[config.mk]
export PLATFORM = sky130hd
export DESIGN_NAME = hicore_tcm_icb_arbiter
export DESIGN_NICKNAME = d
export VERILOG_FILES = /design/src/rtl/hicore_tcm_icb_arbiter_pkg.sv /design/src/rtl/hicore_tcm_icb_arbiter_id_fifo.sv /design/src/rtl/hicore_tcm_icb_arbiter.sv
export SDC_FILE = /design/constraint.sdc
export NUM_CORES = 1
export LEC_CHECK = 0
export BUFFER_PORTS_ARGS = -buffer_cell sky130_fd_sc_hd__buf_2
export CORE_AREA = 2 2 124 126
export CTS_CLUSTER_DIAMETER = 80
export CTS_CLUSTER_SIZE = 30
export DETAILED_ROUTE_END_ITERATION = 6
export DIE_AREA = 0 0 126 128
export PLACE_DENSITY = 0.43
export SYNTH_ARGS = -nofsm -noshare
export SYNTH_HDL_FRONTEND = slang
export SYNTH_SLANG_ARGS = --single-unit
export TNS_END_PERCENT = 50
[constraint.sdc]
create_clock -name clk -period 2.6 [get_ports clk]
set_clock_uncertainty 0.1 [all_clocks]
set_input_delay 0.78 -clock clk [delete_from_list [all_inputs] [get_ports clk]]
set_output_delay 0.78 -clock clk [all_outputs]
set_load 0.05 [all_outputs]
[src/rtl/hicore_tcm_icb_arbiter_pkg.sv]
// Shared ICB definitions for the TCM arbiter: field widths and master ids.
package HiCore_icb_pkg;

    localparam int ICB_AW = 32;
    localparam int ICB_DW = 32;
    localparam int ID_W   = 1;

    typedef logic [ID_W-1:0] mid_t;

    localparam mid_t ID_M0 = 1'b0;
    localparam mid_t ID_M1 = 1'b1;

    function automatic mid_t other_id(input mid_t id);
        return ~id;
    endfunction

endpackage

[src/rtl/hicore_tcm_icb_arbiter_id_fifo.sv]
// In-order master-id FIFO for the TCM arbiter.
// Remembers which master issued each outstanding command.
module hicore_arb_id_fifo #(
    parameter int WIDTH = 1,
    parameter int DEPTH = 4
) (
    input  logic                       clk,
    input  logic                       rst_n,
    input  logic                       push,
    input  logic [WIDTH-1:0]           din,
    input  logic                       pop,
    output logic [WIDTH-1:0]           dout,
    output logic                       full,
    output logic                       empty,
    output logic [$clog2(DEPTH):0]     count
);

    localparam int PW = $clog2(DEPTH);
    localparam int CW = PW + 1;

    logic [WIDTH-1:0] mem [DEPTH];
    logic [PW-1:0]    wr_ptr;
    logic [PW-1:0]    rd_ptr;
    logic [CW-1:0]    cnt_q;
    logic             do_push;
    logic             do_pop;

    assign full    = (cnt_q == CW'(DEPTH));
    assign empty   = (cnt_q == '0);
    assign count   = cnt_q;
    assign dout    = mem[rd_ptr];
    assign do_push = push & ~full;
    assign do_pop  = pop & ~empty;

    // DEPTH is a power of two, so the pointers wrap naturally
    always_ff @(posedge clk or negedge rst_n) begin
        if (!rst_n) begin
            wr_ptr <= '0;
            rd_ptr <= '0;
            cnt_q  <= '0;
            for (int i = 0; i < DEPTH; i++) mem[i] <= '0;
        end else begin
            if (do_push) begin
                mem[wr_ptr] <= din;
                wr_ptr      <= wr_ptr + PW'(1);
            end
            if (do_pop) rd_ptr <= rd_ptr + PW'(1);
            case ({do_push, do_pop})
                2'b10:   cnt_q <= cnt_q + CW'(1);
                2'b01:   cnt_q <= cnt_q - CW'(1);
                default: cnt_q <= cnt_q;
            endcase
        end
    end

endmodule

[src/rtl/hicore_tcm_icb_arbiter.sv]
// Two-master to one-slave ICB arbiter in front of the TCM controller.
// Define HICORE_TCM_ARB_RR_EN for round-robin arbitration (default: m1 > m0).
module hicore_tcm_icb_arbiter
    import HiCore_icb_pkg::*;
#(
    parameter int AW       = ICB_AW,
    parameter int DW       = ICB_DW,
    parameter int OUTSTAND = 4
) (
    input  logic                      clk,
    input  logic                      rst_n,

    input  logic                      m0_icb_cmd_valid,
    output logic                      m0_icb_cmd_ready,
    input  logic                      m0_icb_cmd_read,
    input  logic [AW-1:0]             m0_icb_cmd_addr,
    input  logic [DW-1:0]             m0_icb_cmd_wdata,
    input  logic [DW/8-1:0]           m0_icb_cmd_wmask,
    output logic                      m0_icb_rsp_valid,
    input  logic                      m0_icb_rsp_ready,
    output logic                      m0_icb_rsp_err,
    output logic [DW-1:0]             m0_icb_rsp_rdata,

    input  logic                      m1_icb_cmd_valid,
    output logic                      m1_icb_cmd_ready,
    input  logic                      m1_icb_cmd_read,
    input  logic [AW-1:0]             m1_icb_cmd_addr,
    input  logic [DW-1:0]             m1_icb_cmd_wdata,
    input  logic [DW/8-1:0]           m1_icb_cmd_wmask,
    output logic                      m1_icb_rsp_valid,
    input  logic                      m1_icb_rsp_ready,
    output logic                      m1_icb_rsp_err,
    output logic [DW-1:0]             m1_icb_rsp_rdata,

    output logic                      s_icb_cmd_valid,
    input  logic                      s_icb_cmd_ready,
    output logic                      s_icb_cmd_read,
    output logic [AW-1:0]             s_icb_cmd_addr,
    output logic [DW-1:0]             s_icb_cmd_wdata,
    output logic [DW/8-1:0]           s_icb_cmd_wmask,
    input  logic                      s_icb_rsp_valid,
    output logic                      s_icb_rsp_ready,
    input  logic                      s_icb_rsp_err,
    input  logic [DW-1:0]             s_icb_rsp_rdata,

    output logic [$clog2(OUTSTAND):0] outstanding_cnt
);

    mid_t grant;
    mid_t tie_win;
    mid_t lock_id_q;
    mid_t head_id;
    logic lock_q;
    logic grant_valid;
    logic cmd_hs;
    logic fifo_full;
    logic fifo_empty;
    logic rsp_pop;
    logic to_m0;
    logic to_m1;

`ifdef HICORE_TCM_ARB_RR_EN
    mid_t last_q;

    assign tie_win = other_id(last_q);

    always_ff @(posedge clk or negedge rst_n) begin
        if (!rst_n)      last_q <= ID_M0;
        else if (cmd_hs) last_q <= grant;
    end
`else
    assign tie_win = ID_M1;
`endif

    // A stalled grant is held until it completes its handshake
    always_comb begin
        grant = ID_M0;
        if (lock_q)
            grant = lock_id_q;
        else if (m0_icb_cmd_valid && m1_icb_cmd_valid)
            grant = tie_win;
        else if (m1_icb_cmd_valid)
            grant = ID_M1;
    end

    assign grant_valid = (grant == ID_M1) ? m1_icb_cmd_valid
                                          : m0_icb_cmd_valid;

    always_ff @(posedge clk or negedge rst_n) begin
        if (!rst_n) begin
            lock_q    <= 1'b0;
            lock_id_q <= ID_M0;
        end else begin
            lock_q    <= grant_valid & ~cmd_hs;
            lock_id_q <= grant;
        end
    end

    assign s_icb_cmd_valid  = grant_valid & ~fifo_full;
    assign cmd_hs           = s_icb_cmd_valid & s_icb_cmd_ready;
    assign m0_icb_cmd_ready = (grant == ID_M0) & s_icb_cmd_ready & ~fifo_full;
    assign m1_icb_cmd_ready = (grant == ID_M1) & s_icb_cmd_ready & ~fifo_full;

    always_comb begin
        s_icb_cmd_read  = m0_icb_cmd_read;
        s_icb_cmd_addr  = m0_icb_cmd_addr;
        s_icb_cmd_wdata = m0_icb_cmd_wdata;
        s_icb_cmd_wmask = m0_icb_cmd_wmask;
        if (grant == ID_M1) begin
            s_icb_cmd_read  = m1_icb_cmd_read;
            s_icb_cmd_addr  = m1_icb_cmd_addr;
            s_icb_cmd_wdata = m1_icb_cmd_wdata;
            s_icb_cmd_wmask = m1_icb_cmd_wmask;
        end
    end

    hicore_arb_id_fifo #(
        .WIDTH (ID_W),
        .DEPTH (OUTSTAND)
    ) u_id_fifo (
        .clk   (clk),
        .rst_n (rst_n),
        .push  (cmd_hs),
        .din   (grant),
        .pop   (rsp_pop),
        .dout  (head_id),
        .full  (fifo_full),
        .empty (fifo_empty),
        .count (outstanding_cnt)
    );

    // Responses with nothing outstanding are held off, never forwarded
    assign to_m0 = ~fifo_empty & (head_id == ID_M0);
    assign to_m1 = ~fifo_empty & (head_id == ID_M1);

    assign s_icb_rsp_ready  = (to_m0 & m0_icb_rsp_ready)
                            | (to_m1 & m1_icb_rsp_ready);
    assign rsp_pop          = s_icb_rsp_valid & s_icb_rsp_ready;

    assign m0_icb_rsp_valid = to_m0 & s_icb_rsp_valid;
    assign m0_icb_rsp_err   = to_m0 & s_icb_rsp_err;
    assign m0_icb_rsp_rdata = to_m0 ? s_icb_rsp_rdata : '0;
    assign m1_icb_rsp_valid = to_m1 & s_icb_rsp_valid;
    assign m1_icb_rsp_err   = to_m1 & s_icb_rsp_err;
    assign m1_icb_rsp_rdata = to_m1 ? s_icb_rsp_rdata : '0;

endmodule

After elaboration in Yosys (flattened, before gate mapping)

Cells that the tools add are included.

Shifts and indexed selects: 0
Reduce and logical (&&, ||, !) cells: 4
Multiplexer cells: 17
Equality and inequality tests: 3
Add/sub/neg operators: 4
Order comparisons: 3
Divide/modulo/power cells: 0
Bitwise logic cells: 26
Multiply operators: 0

Operators with widths:

| cell                  | count |
|---|---|
| $mux W32              | 4 |
| $and A1 B1 Y1         | 18 |
| $mux W1               | 8 |
| $ge A3 B3 Y1 const B  | 2 |
| $not A2 Y3            | 2 |
| $pmux W3 S2           | 1 |
| $not A1 Y1            | 5 |
| $add A2 B1 Y2 const B | 2 |
| $bwmux W4             | 1 |
| $mux W4               | 1 |
| $add A3 B1 Y3 const B | 1 |
| $eq A3 B3 Y1 const B  | 1 |
| $logic_not A3 Y1      | 1 |
| $lt A3 B1 Y1 const B  | 1 |
| $sub A3 B1 Y3 const B | 1 |
| $bmux W1 S2           | 1 |
| $demux W1 S2          | 1 |
| $eq A2 B1 Y1 const B  | 1 |
| $eq A2 B2 Y1 const B  | 1 |
| $logic_and A1 B1 Y1   | 2 |
| $reduce_bool A2 Y1    | 1 |
| $or A1 B1 Y1          | 1 |

Bits in latches: 0
Output and inout bits: 144
Register bits after elaboration: 13
Logic and storage cells: 66
Bits in writable memories: 0
Memories kept: 0
ROM bits: 0
Input bits: 179

Depth between registers and ports, before layout

Gate-level depths: netlist of the first run.

Depth after elaboration: 12
Depth in mapped cells: 10
Gate-level depth less buffers: 10

Modules after synthesis

A second synthesis of the first run with hierarchy kept.

Cells, all modules: 223
Area total of the unflattened synthesis: 2099.5 um^2

Modules (own cells, without submodules):

| module                 | seq. area each (um^2) | times used | area each (um^2) | cells an instance |
|---|---|---|---|---|
| hicore_tcm_icb_arbiter | 50.0                  | 1          | 1493.9           | 169 |
| hicore_arb_id_fifo     | 275.3                 | 1          | 605.6            | 54 |

Least setup slack after synthesis of the first run

No wires, ideal clock.

Kind: in2out
From: input m1_icb_cmd_valid
To: output m0_icb_cmd_ready
Data arrival time: 2.151 ns
Path slack: -0.431 ns
Data required time: 1.720 ns
Stages: 6
Cell sequence: inv_1 -> o21a_1 -> buf_2 -> buf_2 -> inv_1 -> nor2_1

Cells in the longest elaborated chain, start to end: 6
Elaborated cells between the ends (all ways): 7
Classes of those cells: mux (3); bitwise (3); reduce/logical (1)

Ends and longest elaborated chain:

| item                                           | RTL line                                                   | RTL |
|---|---|---|
| start, declared                                | hicore_tcm_icb_arbiter.sv:24                               | `input logic m1_icb_cmd_valid,` |
| $mux W1 or $logic_and A1 B1 Y1 (tied branches) | hicore_tcm_icb_arbiter.sv:82, hicore_tcm_icb_arbiter.sv:80 |  |
| $mux W1 (*)                                    | hicore_tcm_icb_arbiter.sv:80                               | `else if (m0_icb_cmd_valid && m1_icb_cmd_valid)` |
| $mux W1 (*)                                    | hicore_tcm_icb_arbiter.sv:78                               | `if (lock_q)` |
| named net grant                                | hicore_tcm_icb_arbiter.sv:49                               | `mid_t grant;` |
| $not A1 Y1 (*)                                 | hicore_tcm_icb_arbiter.sv:101                              | `assign m0_icb_cmd_ready = (grant == ID_M0) & s_icb_cmd_ready & ~fifo_full;` |
| $and A1 B1 Y1 (*) (2 in series)                | hicore_tcm_icb_arbiter.sv:101                              |  |
| end, declared                                  | hicore_tcm_icb_arbiter.sv:14                               | `output logic m0_icb_cmd_ready,` |

Mark *: on every way through the listed nets, which the timed path passes. The rest lies on a longest branch.

Final worst setup path of the first run

From: input m1_icb_cmd_valid
To: output s_icb_cmd_addr[24]

Cells in the longest elaborated chain, start to end: 4
Elaborated cells between the ends (all ways): 5
Classes of those cells: mux (4); reduce/logical (1)

Ends and longest elaborated chain:

| item                                           | RTL line                                                   | RTL |
|---|---|---|
| $mux W1 or $logic_and A1 B1 Y1 (tied branches) | hicore_tcm_icb_arbiter.sv:82, hicore_tcm_icb_arbiter.sv:80 |  |
| $mux W1 (*)                                    | hicore_tcm_icb_arbiter.sv:80                               |  |
| $mux W1 (*)                                    | hicore_tcm_icb_arbiter.sv:78                               |  |
| $mux W32 (*)                                   | hicore_tcm_icb_arbiter.sv:109                              | `if (grant == ID_M1) begin` |
| end, declared                                  | hicore_tcm_icb_arbiter.sv:38                               | `output logic [AW-1:0] s_icb_cmd_addr,` |

Mark *: on every way between the ends. The rest lies on a longest branch, timed or not.

==> results of run 1 <==
[final cells by class]
| type | count | area (um^2) |
|---|---|---|
| fill | 1465 | 8850 |
| timing repair buffer | 351 | 3020 |
| multi-input combinational | 221 | 2320 |
| sequential | 13 | 329 |
| tap | 188 | 235 |
| clock buffer | 4 | 78.8 |
| inverter | 9 | 36.3 |
[through the flow]
step / total power [mW] / hold slack (ns) / TNS, ns / util / area (um^2)
after floorplan: 6.02 / 0.384 / -6.41 / - / 2670
after global placement: 7.49 / 0.410 / -12.14 / 0.311 / 4620
after detailed placement: 7.52 / 0.407 / -14.41 / 0.311 / 4620
after CTS: 9.18 / 0.332 / -11.23 / 0.380 / 5650
after global routing: 10.3 / 0.343 / -13.74 / 0.404 / 6010
final: 9.90 / 0.318 / -8.34 / 0.404 / 6010
[critical path, stage by stage]
cell	delay (ns)
buf_6	0.08
inv_4	0.03
o21a_4	0.23
buf_12	0.15
clkbuf_16	0.16
mux2_4	0.30
buf_6	0.15
[cells in the mapped netlist (all sizes together)]
master,count
or3,1
a21oi,5
mux2i,6
nand3,1
fa,1
a31oi,5
a2111oi,1
mux2,71
nor3b,3
clkbuf,2
ha,5
nor3,1
inv,9
a21o,1
nor2,75
o21ai,1
buf,17
o21a,1
a21bo,1
nand2,37
dfrtp,13
xor2,3
xnor2,2
[layer usage]
| metal | share of wire | wire, um | up-vias | track usage |
|---|---|---|---|---|
| li1 | - | - | 1557 | - |
| met1 | 0.39 | 4990 | 1555 | 0.169 |
| met2 | 0.55 | 7050 | 122 | 0.275 |
| met3 | 0.055 | 706 | 6 | 0.0209 |
| met4 | 0.0055 | 70 | 0 | 0.0175 |
| met5 | 0 | 0 | - | 0 |
[cells in the final DEF, fill, tap and decap left out, types with 2 or more instances in the layout]
master     netlist  final
buf_2           15    187
buf_6            1     92
nor2_4           0     59
mux2_4           0     50
buf_8            0     38
nand2_1         37     21
mux2_2          71     21
buf_4            0     19
nand2_2          0     16
nor2_2           0     12
buf_12           0     10
dfrtp_1         13     10
inv_1            9      8
clkbuf_16        0      6
a31oi_1          5      5
ha_1             5      5
nor2_1          75      4
mux2i_1          4      3
a21oi_1          3      3
xor2_1           3      3
dfrtp_2          0      3
mux2i_4          1      2
nor3b_1          2      2
xnor2_1          2      2
a21oi_2          2      2
buf_16           0      2
[cells by family after synthesis]
family / after synthesis / synth area share
xor+xnor: 5 / 0.0213
flops: 13 / 0.159
mux: 77 / 0.427
simple gates: 118 / 0.226
buf+inv: 28 / 0.0640
compound gates: 15 / 0.0628
fa+ha+maj: 6 / 0.0402
[how the worst min path moves through the flow]
stage               slack (ns)            endpoint
global placement          0.41  u_id_fifo.count[2]
floorplan                 0.38           lock_id_q
CTS                       0.33  u_id_fifo.count[0]
global route              0.34  u_id_fifo.count[0]
detailed placement        0.41  u_id_fifo.count[2]
finish                    0.32  u_id_fifo.count[0]
[sequential cells by signal, indices dropped and copies added, names as in the netlist]
signal,cells
lock_q,1
u_id_fifo.count,3
lock_id_q,1
u_id_fifo.mem,4
u_id_fifo.rd_ptr,2
u_id_fifo.wr_ptr,2
[where the power goes]
part           internal (mW)  leakage (nW)  switching, mW
Clock                  0.207        0.0382         0.0820
Combinational           3.59          2.83           5.59
Sequential             0.308         0.148          0.121
[what timing repair did]
| item | in CTS | in global routing |
|---|---|---|
| pin swaps | 0 | 36 |
| gates cloned | 2 | 4 |
| resized for setup | 278 | 68 |
| endpoints found under the setup margin | 140 | 140 |
| buffers inserted | 3 | 5 |
| hold endpoints to repair | 0 | 0 |
==> summary by stage, run 1 <==
Setup path
The worst flop-to-flop path endpoint is u_id_fifo.count[2]. In this run the worst path has a maximum fanout of 7. The worst register-to-register path has a depth of 12. The most critical setup path has its endpoint at s_icb_cmd_addr[24].

At the worst endpoint, the required time is 1.72 ns. The critical path launch point is m1_icb_cmd_valid. The signal arrival time at the worst endpoint is 1.88 ns. The type of origin of the critical path is an input pin. STA classifies the critical path endpoint as an output pin. The worst register-to-register path has a setup slack of 0.09 ns. The start-to-end type of the worst setup path is input pin to output pin. The origin of the critical flop-to-flop path is u_id_fifo.rd_ptr[1].

Route
The final route contains 3240 vias. The overall routed net length is 12800 um. The number of optimization iterations in the first detailed-route pass is 4. The per-cell routed wire length is 16.3 um. For this run, design rule violations remaining after detail routing come to 0. The violation count after the first detailed-route iteration is 58. The post-detailed-route via-to-cell ratio is ~4.1. In this run the remaining antenna-violating nets after routing total 0.

Worst hold path
The worst hold path belongs to the class input pin to asynchronous set/reset pin.

Clocking
TritonCTS created 3 clock buffers. TritonCTS built the clock tree. For this design, the sink count on the clock tree is 13.

The clock latency reported for the late side of the worst-skew pair is 0.24 ns. The number of hold-repair buffers added at the cts stage is 0. The H-tree depth is 1.

The clock root buffer master is clkbuf_16. The longest clock path from root to sink contains 2 buffers. The clock edge transition at the registers on the reported setup and hold paths is ~0.040 ns.

Place
The cell count after placement is 768. The placed wire-length estimate after detailed placement is approximately 10000 um. The pre-CTS setup slack is -0.240 ns.

The final weighted congestion in routability-driven placement is 0.774. The number of buffers inserted by port buffering is between 300 and 400.

Timing
The headroom to the max-slew limit is 0.570. The maximum operating frequency is ~360 MHz. The transition time at the pin with the least slew margin is 0.643 ns. Counting I/O delays and the setup requirement, the final critical path takes 2.76 ns. Setup repair after global routing could not meet its margin everywhere. The number of setup violations in the final report is 94. The final worst-path setup slack is -0.161 ns. The number of max-slew violations in the final report is 0.

The post-route fraction of the period consumed by the critical path is 1.06. The count of final hold-check violations is 0.

Power and ir drop
The worst supply voltage drop on vdd is 773 uV. Dividing total power by cell area gives a power density of 1650 nW/um^2. The leakage power summed over all cells is 3.02 nW.

Logic synthesis
The Yosys step of the flow raised 0 warnings. The count of mapped cells out of synthesis is ~260. The cell type with the largest total area after synthesis is mux2_2.

The average instance in the mapped netlist occupies around 7.8 um^2. For this run, the register share of the synthesized area comes to 0.159. The number of nets in the synthesized netlist is 447. The post-synthesis sequential element count is 13.

Yosys attributes the largest share of cell area to mux2_2 (39%), dfrtp_1 (16%), nor2_1 (14%), nand2_1 (6.8%), buf_2 (3.7%). The number of different library cells used by synthesis comes to 29. The cell area that synthesis handed to floorplanning was ~2100 um^2. The area share of the leading cell type in the synthesized netlist is 0.390.

GRT
The initial antenna violation count was 0. The wire length of the first global-routing pass is 18400 um. The pin count of the biggest net entering global routing is 36.

The final global-route overflow total is 0. The overall fraction of global-route tracks in use is 0.142. The via count of the first global-routing pass is around 3.3k.

Job
Max-cap violations in this run came to 0.

Cells and area
The repair_antennas step left the layout with diodes totalling 0. The layout overhead on the synthesized area is 193%. The number of non-filler instances in the completed layout is 786. Of the cells placed in the final design, the portion with a size suffix greater than 1 is 0.880. The count of nets after finishing is 784.

Status
The run finished, with violations left. The checks that failed: setup timing.

Die
The floorplan step defined a die boundary enclosing ~16000 um^2. From bottom edge to top edge, the die measures 128 um. The core outline area is 14900 um^2.

During I/O placement, the number of pins put on the boundary was roughly 320. The starting utilization of the core area is 0.138. The floorplan row count is between 40 and 50. The die is 126 um wide.
(Power assumes the default switching activity.)
==> run 2: changes to the inputs <==
--- a/config.mk
+++ b/config.mk
@@ -6,11 +6,13 @@
 export NUM_CORES = 1
 export LEC_CHECK = 0
 export BUFFER_PORTS_ARGS = -buffer_cell sky130_fd_sc_hd__buf_2
-export CORE_AREA = 2 2 124 126
+export CORE_AREA = 3 3 125 127
 export CTS_CLUSTER_DIAMETER = 80
 export CTS_CLUSTER_SIZE = 30
 export DETAILED_ROUTE_END_ITERATION = 6
-export DIE_AREA = 0 0 126 128
+export DIE_AREA = 0 0 128 130
+export GPL_TIMING_DRIVEN = 0
+export MAX_ROUTING_LAYER = met4
 export PLACE_DENSITY = 0.43
 export SYNTH_ARGS = -nofsm -noshare
 export SYNTH_HDL_FRONTEND = slang
==> run 2 against run 1 <==
Effect of this change:
- the flow still finishes with violations (setup timing)
- clock power about the same
- count of clock-buffer cells in the layout unchanged
- final cell count rose by 0.76%
- critical endpoint is now s_icb_cmd_addr[15]
- largest power group unchanged
==> summary by stage, run 2 (same netlist as run 1, synthesis figures left out) <==
Status
The run finished, with violations left. The checks that failed: setup timing.

Cells and area
The fraction of final layout cells with drive strength greater than 1 is 0.906. Measured on the finished design, the core utilization comes to 0.427. The register with the most flip-flops in the layout has 4 of them. Ranked by flip-flop count, first place goes to u_id_fifo.mem. The area growth from synthesis to layout is 203%.

Once layout is done, the placed cells without fillers occupy 6210 um^2. The count of nets after finishing is 794. In the final layout, flip-flops and latches occupy 329 um^2. In the layout the commonest cells are buf_2 (181), buf_6 (120), nor2_4 (58), mux2_4 (51), buf_8 (28). Summing all multi-input logic gate instances after layout gives around 2400 um^2. The count of inserted antenna diode cells is 0.

After filler insertion, the fill cell instance count of the layout stands at 1383. Leaving out fill and tap cells, the most frequent cell in the layout is buf_2.

Power and ir drop
In this run the power spent charging and discharging nets is 5.76 mW. The internal portion of the total power is 4.19 mW. Of the total power, combinational logic draws 0.929. The sequential group share of total power is 0.042.

The leakage power summed over all cells is between 3 and 4 nW. The share of total power consumed by net switching is 0.579. IR analysis of the VDD net gives a maximum drop of 761 uV. The share of total power dissipated in the clock network is 0.029. For this design the ratio of total power to cell area is between 1500 and 2000 nW/um^2. The final total power is 9.95 mW.

GRT
The final global-route overflow total is 0. The via count of the first global-routing pass is approximately 3.4k. Across every metal layer, demand over resource in global routing totals 0.139. The initial antenna violation count came to 0.

The pin count of the biggest net entering global routing is 14. The wire length of the first global-routing pass is 18200 um.

Timing
The setup TNS is -12.41 ns. Setup repair after global routing could not meet its margin everywhere. The minimum clock period after layout is 2.84 ns.

Derived from the worst setup path, the maximum achievable clock frequency is roughly 350 MHz. The transition time at the pin with the least slew margin is 0.447 ns. The headroom to the max-slew limit is 0.702. The count of final hold-check violations was 0.

The final worst-path setup slack is -0.240 ns. The number of setup violations in the final report is 83. The number of max-slew violations in the final report is 0.

Dividing the final minimum period by the clock period gives 1.09.

Worst hold path
The type of the tightest min-delay check is input pin to asynchronous set/reset pin.

Route
The number of remaining DRC errors is 0. The violation count after the first detailed-route iteration is 45. The overall routed net length is 12500 um. For this block, the via count after detailed routing is roughly 3.2k. The per-cell routed wire length is between 15 and 20 um. The post-detailed-route via-to-cell ratio is approximately 4.1. Once detail routing completed, the nets flagged for antenna violations numbered 0. The number of optimization iterations in the first detailed-route pass is 4.

Setup path
The worst register-to-register path ends at u_id_fifo.count[2]. The type of element capturing the critical path is an output pin. The maximum cell stage delay along the critical path is 0.32 ns. Tracing the worst setup path back leads to its startpoint at m1_icb_cmd_valid. The reg-to-reg setup timing slack is 0.04 ns. In this run the critical register-to-register path is launched from u_id_fifo.rd_ptr[1].

Traced cell by cell, the critical path runs through buf_6 -> inv_4 -> o21a_1 -> buf_6 -> buf_12 -> buf_12 -> mux2_4 -> buf_8. STA puts the critical path data arrival time at 1.96 ns. For the worst setup path, the data required time is 1.72 ns. In this run the worst path has a maximum fanout of 5.

Following the worst setup path forward leads to its endpoint at s_icb_cmd_addr[15]. The logic depth of the worst register-to-register path is 11. The start-to-end type of the worst setup path is input pin to output pin. The slowest stage of the critical path belongs to the cell mux2_4. The type of origin of the critical path is an input pin.

Clocking
Hold repair after CTS inserted 0 buffers. The CTS buffer count is 3. The later pin in the worst-skew pair is clocked with a latency of 0.24 ns. The clock drives 13 sinks. Clock-pin slew was measured on the worst setup and hold paths at 0.04 ns. The H-tree depth is 1. No sink is reached through more buffers than the 2 on the longest clock path. The clock root buffer master is clkbuf_16. TritonCTS built the clock tree.

Die
The die is between 100 and 150 um tall. The core outline area is 14500 um^2. The die outline area is 16600 um^2.

323 I/O pins were placed. The starting utilization of the core area is 0.141. The floorplan has 44 rows. The die outline width is around 130 um.

Place
Summing all placed instances gives a cell area of 4510 um^2. The final weighted congestion in routability-driven placement is between 0.8 and 0.9. The number of buffers inserted by port buffering is about 320. The placed wire-length estimate after detailed placement is 10300 um. The pre-CTS setup slack is -0.629 ns.

Job
The number of maximum-capacitance constraint violations is 0.
-- run 2: changes by cell type in the layout (fill, tap and decap cells not counted), sizes merged --
cell,before,now
buf,348,354
clkbuf,7,11
-- run 2: power groups by stage --
stage	Clock [mW]	Sequential (mW)	Combinational, mW
finish	0.287	0.422	9.24
global route	0.311	0.437	9.65
CTS	0.296	0.421	8.36
detailed placement	0	0.423	6.95
global placement	0	0.418	6.91
floorplan	0	0.479	5.54
-- run 2: how the worst min path moves through the flow --
stage	start	depth (start not counted)	endpoint
after global routing	rst_n	1	u_id_fifo.wr_ptr[1]
after global placement	u_id_fifo.count[2]	1	u_id_fifo.count[2]
after detailed placement	u_id_fifo.count[0]	1	u_id_fifo.count[0]
final	rst_n	1	u_id_fifo.wr_ptr[1]
after CTS	rst_n	1	u_id_fifo.wr_ptr[1]
after floorplan	rst_n	0	lock_id_q
-- run 2: worst max-delay path, delay by kind of cell --
kind	cells	cell delay [ns]
buf+inv	6	0.66
mux	1	0.32
compound gates	1	0.18
-- run 2: area by class of cell --
| class | instances | share of cell area |
|---|---|---|
| Timing Repair Buffer | 343 | 0.461 |
| Multi-Input combinational cell | 221 | 0.385 |
| Sequential cell | 13 | 0.0530 |
| Buffer | 18 | 0.0451 |
| Tap cell | 184 | 0.0371 |
| Clock buffer | 4 | 0.0127 |
| Inverter | 9 | 0.00584 |
-- run 2: stage by stage --
stage	hold slack, ns	instances
final	0.322	792
after global routing	0.341	792
after CTS	0.330	787
after detailed placement	0.427	768
after global placement	0.418	768
after floorplan	0.384	262
-- run 2: timing repair --
item                                   4_1_cts  5_1_grt
endpoints found under the hold margin        0        0
setup endpoints to repair                  139      140
buffers inserted                            13        4
cloned                                       2        4
pin swaps                                    1        4
resized for setup                          316      138
-- run 2: layer usage --
metal  global-route usage  part of all wire  up-vias
met5                    -                 0        -
li1                     -                 -     1579
met3               0.0299             0.064        4
met4              0.00749            0.0016        0
met2                0.253              0.55      130
met1                0.166              0.38     1536
